<file path="src/rtl/boot_rom_bus_if0_pkg.sv">
// boot_rom_bus_if0_pkg: shared types and constants for the boot ROM bus adapter
package boot_rom_bus_if0_pkg;
  localparam int ROM_ADDR_WIDTH = 12;
  localparam int DATA_WIDTH = 32;
  localparam int RESP_DEPTH = 2;
  localparam logic [DATA_WIDTH-1:0] ERR_DATA = 32'h0;
  typedef struct packed {
    logic                  err;
    logic [DATA_WIDTH-1:0] data;
  } resp_t;
  function automatic resp_t mk_resp(input logic err, input logic [DATA_WIDTH-1:0] data);
    return '{err: err, data: err ? ERR_DATA : data};
  endfunction
endpackage

</file>
<file path="src/rtl/boot_rom_bus_if0_if.sv">
// boot_rom_bus_if0_if: req/gnt/rvalid bus between a master and the boot ROM adapter
interface boot_rom_bus_if0_if #(
  parameter int BUS_ADDR_WIDTH = 32,
  parameter int DATA_WIDTH = 32
);
  logic                      req;
  logic                      we;
  logic [BUS_ADDR_WIDTH-1:0] addr;
  logic [3:0]                be;
  logic                      gnt;
  logic                      rvalid;
  logic [DATA_WIDTH-1:0]     rdata;
  logic                      err;
  logic                      rready;
  modport master (output req, we, addr, be, rready, input gnt, rvalid, rdata, err);
  modport slave (input req, we, addr, be, rready, output gnt, rvalid, rdata, err);
endinterface

</file>
<file path="src/rtl/boot_rom_bus_if0_resp_fifo.sv">
// boot_rom_resp_fifo0: 2-entry response FIFO with synchronous clear
module boot_rom_resp_fifo0
  import boot_rom_bus_if0_pkg::*;
(
  input  logic       clk,
  input  logic       clr,
  input  logic       push,
  input  logic       pop,
  input  resp_t      din,
  output resp_t      head,
  output logic [1:0] count
);
  resp_t mem [RESP_DEPTH];
  logic  wp, rp;
  // pointers and occupancy; simultaneous push and pop leave count unchanged
  always_ff @(posedge clk) begin
    if (clr) begin
      wp    <= 1'b0;
      rp    <= 1'b0;
      count <= 2'd0;
    end else begin
      if (push) wp <= ~wp;
      if (pop) rp <= ~rp;
      count <= count + {1'b0, push} - {1'b0, pop};
    end
  end
  // storage is not reset; count gates every read
  always_ff @(posedge clk) begin
    if (push) mem[wp] <= din;
  end
  assign head = mem[rp];
endmodule

</file>
<file path="src/rtl/boot_rom_bus_if0.sv">
// boot_rom_bus_if0: bus slave adapter issuing single-cycle boot ROM reads with buffered responses
module boot_rom_bus_if0
  import boot_rom_bus_if0_pkg::*;
#(
  parameter int ADDR_WIDTH = ROM_ADDR_WIDTH,
  parameter int ROM_WORDS = 2 ** (ADDR_WIDTH - 2)
) (
  input  logic                  clk,
  input  logic                  rst_n,
  boot_rom_bus_if0_if.slave     bus,
  output logic                  rom_en_o,
  output logic [ADDR_WIDTH-1:0] rom_addr_o,
  input  logic [DATA_WIDTH-1:0] rom_rdata_i
);
  logic                  infl_q, infl_err_q, rd_ok, push, pop, fifo_busy;
  logic [1:0]            cnt;
  logic [ADDR_WIDTH-3:0] idx;
  resp_t                 head, cur, out;
  logic                  unused;
  assign unused = ^{bus.be, bus.addr};
  assign idx = bus.addr[ADDR_WIDTH-1:2];
  assign rd_ok = ~bus.we & (32'(idx) < 32'(ROM_WORDS));
  assign fifo_busy = cnt != 2'd0;
  // grant only while the response path can absorb one more word
  assign bus.gnt = rst_n & bus.req & (({1'b0, cnt} + {2'b0, infl_q}) < 3'd2);
  assign rom_en_o = bus.gnt & rd_ok;
  assign rom_addr_o = rom_en_o ? {idx, 2'b00} : '0;
  assign cur = mk_resp(infl_err_q, rom_rdata_i);
  // the in-flight response goes straight out when the FIFO is empty and taken, else it is queued
  assign push = infl_q & (fifo_busy | ~bus.rready);
  assign pop = fifo_busy & bus.rready;
  // present FIFO head first to keep grant order; outputs are zero when idle
  always_comb begin
    out = fifo_busy ? head : infl_q ? cur : '0;
  end
  assign bus.rvalid = infl_q | fifo_busy;
  assign bus.rdata = out.data;
  assign bus.err = out.err;
  // in-flight flag: one cycle after grant, carrying the error classification
  always_ff @(posedge clk) begin
    if (!rst_n) begin
      infl_q     <= 1'b0;
      infl_err_q <= 1'b0;
    end else begin
      infl_q     <= bus.gnt;
      infl_err_q <= ~rd_ok;
    end
  end
  boot_rom_resp_fifo0 u_fifo (
    .clk  (clk),
    .clr  (~rst_n),
    .push (push),
    .pop  (pop),
    .din  (cur),
    .head (head),
    .count(cnt)
  );
endmodule

</file>
<file path="src/flat_wrapper.sv">
// flat-port wrapper written by rule: the top's interface ports become plain ports
module boot_rom_bus_if0_flat import boot_rom_bus_if0_pkg::*;
#(
  parameter int ADDR_WIDTH = ROM_ADDR_WIDTH,
  parameter int ROM_WORDS = 2 ** (ADDR_WIDTH - 2)
)
  (clk, rst_n, rom_en_o, rom_addr_o, rom_rdata_i, bus_req, bus_we, bus_addr, bus_be, bus_rready, bus_gnt, bus_rvalid, bus_rdata, bus_err);
  boot_rom_bus_if0_if #(.BUS_ADDR_WIDTH(32), .DATA_WIDTH(32)) bus_i ();
  input  logic clk;
  input  logic rst_n;
  output logic rom_en_o;
  output logic [ADDR_WIDTH-1:0] rom_addr_o;
  input  logic [DATA_WIDTH-1:0] rom_rdata_i;
  input wire logic [$bits(bus_i.req)-1:0] bus_req;
  input wire logic [$bits(bus_i.we)-1:0] bus_we;
  input wire logic [$bits(bus_i.addr)-1:0] bus_addr;
  input wire logic [$bits(bus_i.be)-1:0] bus_be;
  input wire logic [$bits(bus_i.rready)-1:0] bus_rready;
  output wire logic [$bits(bus_i.gnt)-1:0] bus_gnt;
  output wire logic [$bits(bus_i.rvalid)-1:0] bus_rvalid;
  output wire logic [$bits(bus_i.rdata)-1:0] bus_rdata;
  output wire logic [$bits(bus_i.err)-1:0] bus_err;
  assign bus_i.req = bus_req;
  assign bus_i.we = bus_we;
  assign bus_i.addr = bus_addr;
  assign bus_i.be = bus_be;
  assign bus_i.rready = bus_rready;
  assign bus_gnt = bus_i.gnt;
  assign bus_rvalid = bus_i.rvalid;
  assign bus_rdata = bus_i.rdata;
  assign bus_err = bus_i.err;
  boot_rom_bus_if0 #(.ADDR_WIDTH(ADDR_WIDTH), .ROM_WORDS(ROM_WORDS)) u_core (.clk(clk), .rst_n(rst_n), .bus(bus_i), .rom_en_o(rom_en_o), .rom_addr_o(rom_addr_o), .rom_rdata_i(rom_rdata_i));
endmodule
</file>
<file path="config.mk">
export PLATFORM = sky130hd
export DESIGN_NAME = boot_rom_bus_if0_flat
export DESIGN_NICKNAME = d
export VERILOG_FILES = /design/src/rtl/boot_rom_bus_if0_pkg.sv /design/src/rtl/boot_rom_bus_if0_if.sv /design/src/rtl/boot_rom_bus_if0_resp_fifo.sv /design/src/rtl/boot_rom_bus_if0.sv /design/src/flat_wrapper.sv
export SDC_FILE = /design/constraint.sdc
export NUM_CORES = 1
export LEC_CHECK = 0
export CELL_PAD_IN_SITES_DETAIL_PLACEMENT = 0
export CELL_PAD_IN_SITES_GLOBAL_PLACEMENT = 2
export CORE_MARGIN = 2
export CORE_UTILIZATION = 32
export CTS_BUF_LIST = sky130_fd_sc_hd__clkbuf_4 sky130_fd_sc_hd__clkbuf_8
export DETAILED_ROUTE_END_ITERATION = 16
export PLACE_DENSITY = 0.94
export SLEW_MARGIN = 20
export SYNTH_ARGS = -nofsm -noshare
export SYNTH_HDL_FRONTEND = slang
export SYNTH_SLANG_ARGS = --single-unit
</file>
<file path="constraint.sdc">
create_clock -name clk -period 4 [get_ports clk]
set_input_delay 0.8 -clock clk [delete_from_list [all_inputs] [get_ports clk]]
set_output_delay 0.8 -clock clk [all_outputs]
set_load 0.05 [all_outputs]
</file>
* Word-level counts from Yosys, hierarchy flattened
Memory sizes are Yosys's and may differ from the RTL's. A register that Yosys moved wholly into a read port is not among the register bits.
Cells that the tools add are included.
W data, S select, Z words.
** Operators by class
- Shifts and indexed selects :: 0
- Bitwise operators :: 11
- Reductions and logical operators :: 1
- Equal/unequal tests :: 0
- Div/mod/pow operators :: 0
- Order comparisons :: 1
- Muxes and demuxes :: 8
- $add $sub $neg :: 3
- Multipliers :: 0
** Operators with widths (number)
- $mux W33 :: 2
- $mux W32 :: 1
- $mux W12 :: 1
- $and A1 B1 Y1 :: 5
- $mux W1 :: 4
- $not A1 Y1 :: 4
- $add A2 B1 Y3 :: 1
- $lt A3 B2 Y1 const B :: 1
- $add A2 B1 Y2 :: 1
- $or A1 B1 Y1 :: 2
- $reduce_bool A2 Y1 :: 1
- $sub A2 B1 Y2 :: 1
** Storage, ports and cells
- RAM bits :: 66
- Memory bits (read-only) :: 0
- Register bits after elaboration :: 6
- Input bits :: 73
- Memories :: 1
- Bits in latches :: 0
** Memory list
- u_core.u_fifo.mem :: words 2, bits a word 33, rd ports 1, clocked after Yosys merged registers in 1, wr ports 1, line boot_rom_bus_if0_resp_fifo.sv:13 : resp_t mem [RESP_DEPTH];

* Longest topological paths before layout
- Depth after elaboration :: 5
- Gate-level depth with buffers :: 9

* Hierarchy
Synthesis repeated with hierarchy kept, for this count alone.
** Unflattened totals
- Cells, all modules :: 279
- Area total of the unflattened synthesis :: 3947.5 µm²
** Modules (own cells, without submodules)
- boot_rom_resp_fifo0 :: seq. area each 2082.0 µm², area each 2743.9 µm², cells each 122, instances 1
- boot_rom_bus_if0 :: seq. area each 40.0 µm², area each 1203.7 µm², cells each 157, instances 1

* Least setup slack after synthesis
No wires, ideal clock.
- Kind :: input to register
- Start point :: input port bus_rready
- End point :: memory u_core.u_fifo.mem[0][0] (netlist bit), enable pin
- Slack :: 1160 ps
- Required time :: 3577 ps
- Stages :: 2
- Arrival time :: 2417 ps
- Cell sequence :: a21bo_4 -> nor2_1
** On the way
- Longest elaborated chain between the ends :: 5
** Ends and longest elaborated chain
- start, declared :: line flat_wrapper.sv:18 : input wire logic [$bits(bus_i.rready)-1:0] bus_rready;
- $not A1 Y1 :: line boot_rom_bus_if0.sv:30 : assign push = infl_q & (fifo_busy | ~bus.rready);
- $or A1 B1 Y1 :: line boot_rom_bus_if0.sv:30
- $and A1 B1 Y1 :: line boot_rom_bus_if0.sv:30
- $mux W1 :: line boot_rom_bus_if0_resp_fifo.sv:29 : if (push) mem[wp] <= din;
- $mux W1 (not written as such) :: line boot_rom_bus_if0_resp_fifo.sv:29
- end, declared :: line boot_rom_bus_if0_resp_fifo.sv:13
Every way passes these cells.

* Worst setup path in the final report
- Start point :: input port rst_n
- End point :: output port bus_gnt
** On the way
- Longest elaborated chain between the ends :: 2
** Ends and longest elaborated chain
- start, declared :: line flat_wrapper.sv:10 : input logic rst_n;
- $and A1 B1 Y1 (2 in series) :: line boot_rom_bus_if0.sv:25 : assign bus.gnt = rst_n & bus.req & (({1'b0, cnt} + {2'b0, infl_q}) < 3'd2);
- end, declared :: line flat_wrapper.sv:19 : output wire logic [$bits(bus_i.gnt)-1:0] bus_gnt;
Every way passes these cells.

==> impl_metrics.json <==
{
  "outcome": "completed",
  "skew_ps": 11.0,
  "grt_antenna_before_repair": 0,
  "clk_path_buf_depth": 2,
  "placed_cell_area_sq_mm": 0.00441,
  "synth_top_area_share_pct": 59.0,
  "hold_slack_ps": 534,
  "dp_slack_ps": 621,
  "r2r_slack_ps": 1730,
  "synth_most_common_cell": "edfxtp_1",
  "syn_inst": 263,
  "finalInstanceArea_sq_mm": 0.00461,
  "nNetsFinal": 429,
  "leakage_nw": 1.54,
  "cts-buffers-inserted": 9,
  "vias": 2248,
  "critPathLaunchType": "primary input",
  "synth.distinct_cells": 25,
  "die_w_um": 106,
  "worstSetupPathType": "primary input to output port",
  "ir_worst_vdd_uv": 334,
  "postCtsHoldBufs": 0,
  "drt_iter0_markers": 83,
  "postCtsSetupRepairBufs": 0,
  "hp-class": "flip-flop to flip-flop",
  "diodes": 0,
  "drc": 0,
  "crit_required_ps": 3200,
  "core_sq_mm": 0.0103,
  "synth_area_leaders": "edfxtp_1 (59%), mux2i_1 (9.8%), nor2b_1 (6.1%)",
  "hold_viol": 0,
  "synth_ff_type": "edfxtp_1",
  "synth-xor-area-share_pct": 0.782,
  "synth_edf_count": 66,
  "port_buffers": 92,
  "row_count": 37,
  "fin_crit_sh_pct": 85.5,
  "vias_per_cell": 4.54,
  "hpwl_mm": 4.64,
  "yosys.area.top_type": "edfxtp_1",
  "clock_latency_ps": 340,
  "pin_count": 121,
  "gp_congestion": 0.703,
  "timing.final.max_slew_violations": 0,
  "routed_wl_mm": 7.11,
  "synth_common_cells": "edfxtp_1 (66), mux2i_1 (33), nor2b_1 (33), o21ai_0 (33), nand3_1 (32)",
  "setup-tns-final_ps": 0,
  "multi_input_area_sq_mm": 0.00114,
  "crit_arrival_ps": 2620,
  "period_needed_ps": 3420,
  "seqCellArea_sq_mm": 0.00212,
  "p_per_area_mw_per_mm2": 612,
  "synth_fa_ha_area_share_pct": 0.745,
  "cts_tree": "yes",
  "area_growth_syn_to_layout_pct": 37.2,
  "rsz0062_at_grt": "false",
  "slew_headroom_pct": 57.9,
  "cts_resized": 0,
  "cap_violations": 0,
  "drtAntennaViolNets": 0,
  "fin_util_pct": 44.9,
  "mappedNetlistArea_sq_mm": 0.00336,
  "synth_top_family_by_area": "simple AND/OR/NAND/NOR gates",
  "synth.yosys.warnings": 0,
  "path_max_fanout": 8,
  "grt_max_degree": 39,
  "start_util_pct": 32.7,
  "layout-drive-gt1-share_pct": 11.7,
  "dr.pass1.iters": 4,
  "tightestPinTransition_ps": 630,
  "dp_cells": 479,
  "cts-root-buf": "clkbuf_8",
  "ys_ff_latch": 73,
  "fillers": 975,
  "setup_viol": 0,
  "synthArstFlopShare_pct": 0,
  "cts.reportedPaths.clkPinSlew_ps": 70,
  "cts_sinks": 73,
  "power_mw": 2.82,
  "final_cells": 495,
  "htree_levels": 3,
  "synth-simple-area-share_pct": 14.8,
  "end_kind": "output port",
  "synth_compound_area_share_pct": 7.04,
  "max_freq_mhz": 293,
  "grt-ovfl-total": 0,
  "wl_per_cell_um": 14.4,
  "die_y_um": 106,
  "grt_pass1_vias": 2287,
  "grt_pass1_wl_mm": 11.5,
  "seq_area_frac_synth_pct": 63.1,
  "grt.total_usage_pct": 13.1,
  "synth_mux_area_share_pct": 9.83,
  "finalWorstSetupSlack_ps": 581,
  "fp.dieArea_sq_mm": 0.0113,
  "avgSynthCellArea_sq_um": 12.8
}
power breakdown:
part	internal [mW]	switching, mW	total (mW)
Clock	0.286	0.275	0.561
Combinational	0.445	0.848	1.29
Sequential	0.907	0.0597	0.967
Total	1.64	1.18	2.82
critical path: stages:
cell and delay (ps):
clkdlybuf4s50_1 620, nand2_2 130, a211oi_1 220, clkdlybuf4s50_1 850
logic make-up (layout without fill, tap and decap cells):
group	after synthesis	after routing
buffers and inverters	24	119
other	1	2
XOR/XNOR	3	3
adder cells (fa/ha/maj)	2	2
AO/OA/AOI/OAI	39	39
AND/OR/NAND/NOR	88	88
multiplexers	33	33
flip-flops	73	73
layout make-up:
type | count | area share, %
Multi-Input combinational cell | 167 | 24.8
Sequential cell | 73 | 46.1
Tap cell | 136 | 3.69
Inverter | 3 | 0.244
Clock inverter | 7 | 1.55
Timing Repair Buffer | 100 | 21.0
Clock buffer | 9 | 2.69
registers in the layout, summed over array words and instances (netlist names), named ones only:
| register | flops |
|---|---|
| u_core.infl_err_q | 1 |
| u_core.u_fifo.mem | 66 |
| u_core.u_fifo.wp | 1 |
| u_core.u_fifo.rp | 1 |
| u_core.infl_q | 1 |
| u_core.u_fifo.count | 2 |
final timing paths:
kind | startpoint | end | cells past startpoint
min reg2reg | u_core.u_fifo.wp | u_core.u_fifo.wp | 2
min | u_core.u_fifo.wp | u_core.u_fifo.wp | 2
max | rst_n | bus_gnt | 4
max reg2reg | u_core.u_fifo.count[1] | u_core.u_fifo.mem[1][3] | 5
metal layers:
layer / vias to the layer above / GRT usage [%] / wire length, um / share of wire [%]
met4: 0 / 4.73 / 93 / 1.3
li1: 1129 / - / - / -
met2: 59 / 21.2 / 3440 / 48
met3: 10 / 2.88 / 315 / 4.4
met5: - / 0 / 0 / 0
met1: 1050 / 17.3 / 3270 / 46
layout by cell type (no fill, tap or decap):
cell and instances:
and2_1 15, clkinv_2 2, dfxtp_2 1, clkinv_4 1, a21bo_4 1, buf_12 1, nor2_4 3, inv_1 3
mux2i_1 33, a2111oi_4 1, nand2_2 1, bufinv_16 1, nand2_1 3, o21ai_0 33, clkinvlp_4 3, clkbuf_8 9
or3_1 1, edfxtp_1 66, conb_1 2, a211oi_1 3, buf_4 18, ha_1 2, nor2b_1 33, dfxtp_1 6
nand3_1 32, clkdlybuf4s50_1 81, a21oi_1 1, xnor2_1 3
Note: power is estimated with default switching activity, not from simulation.
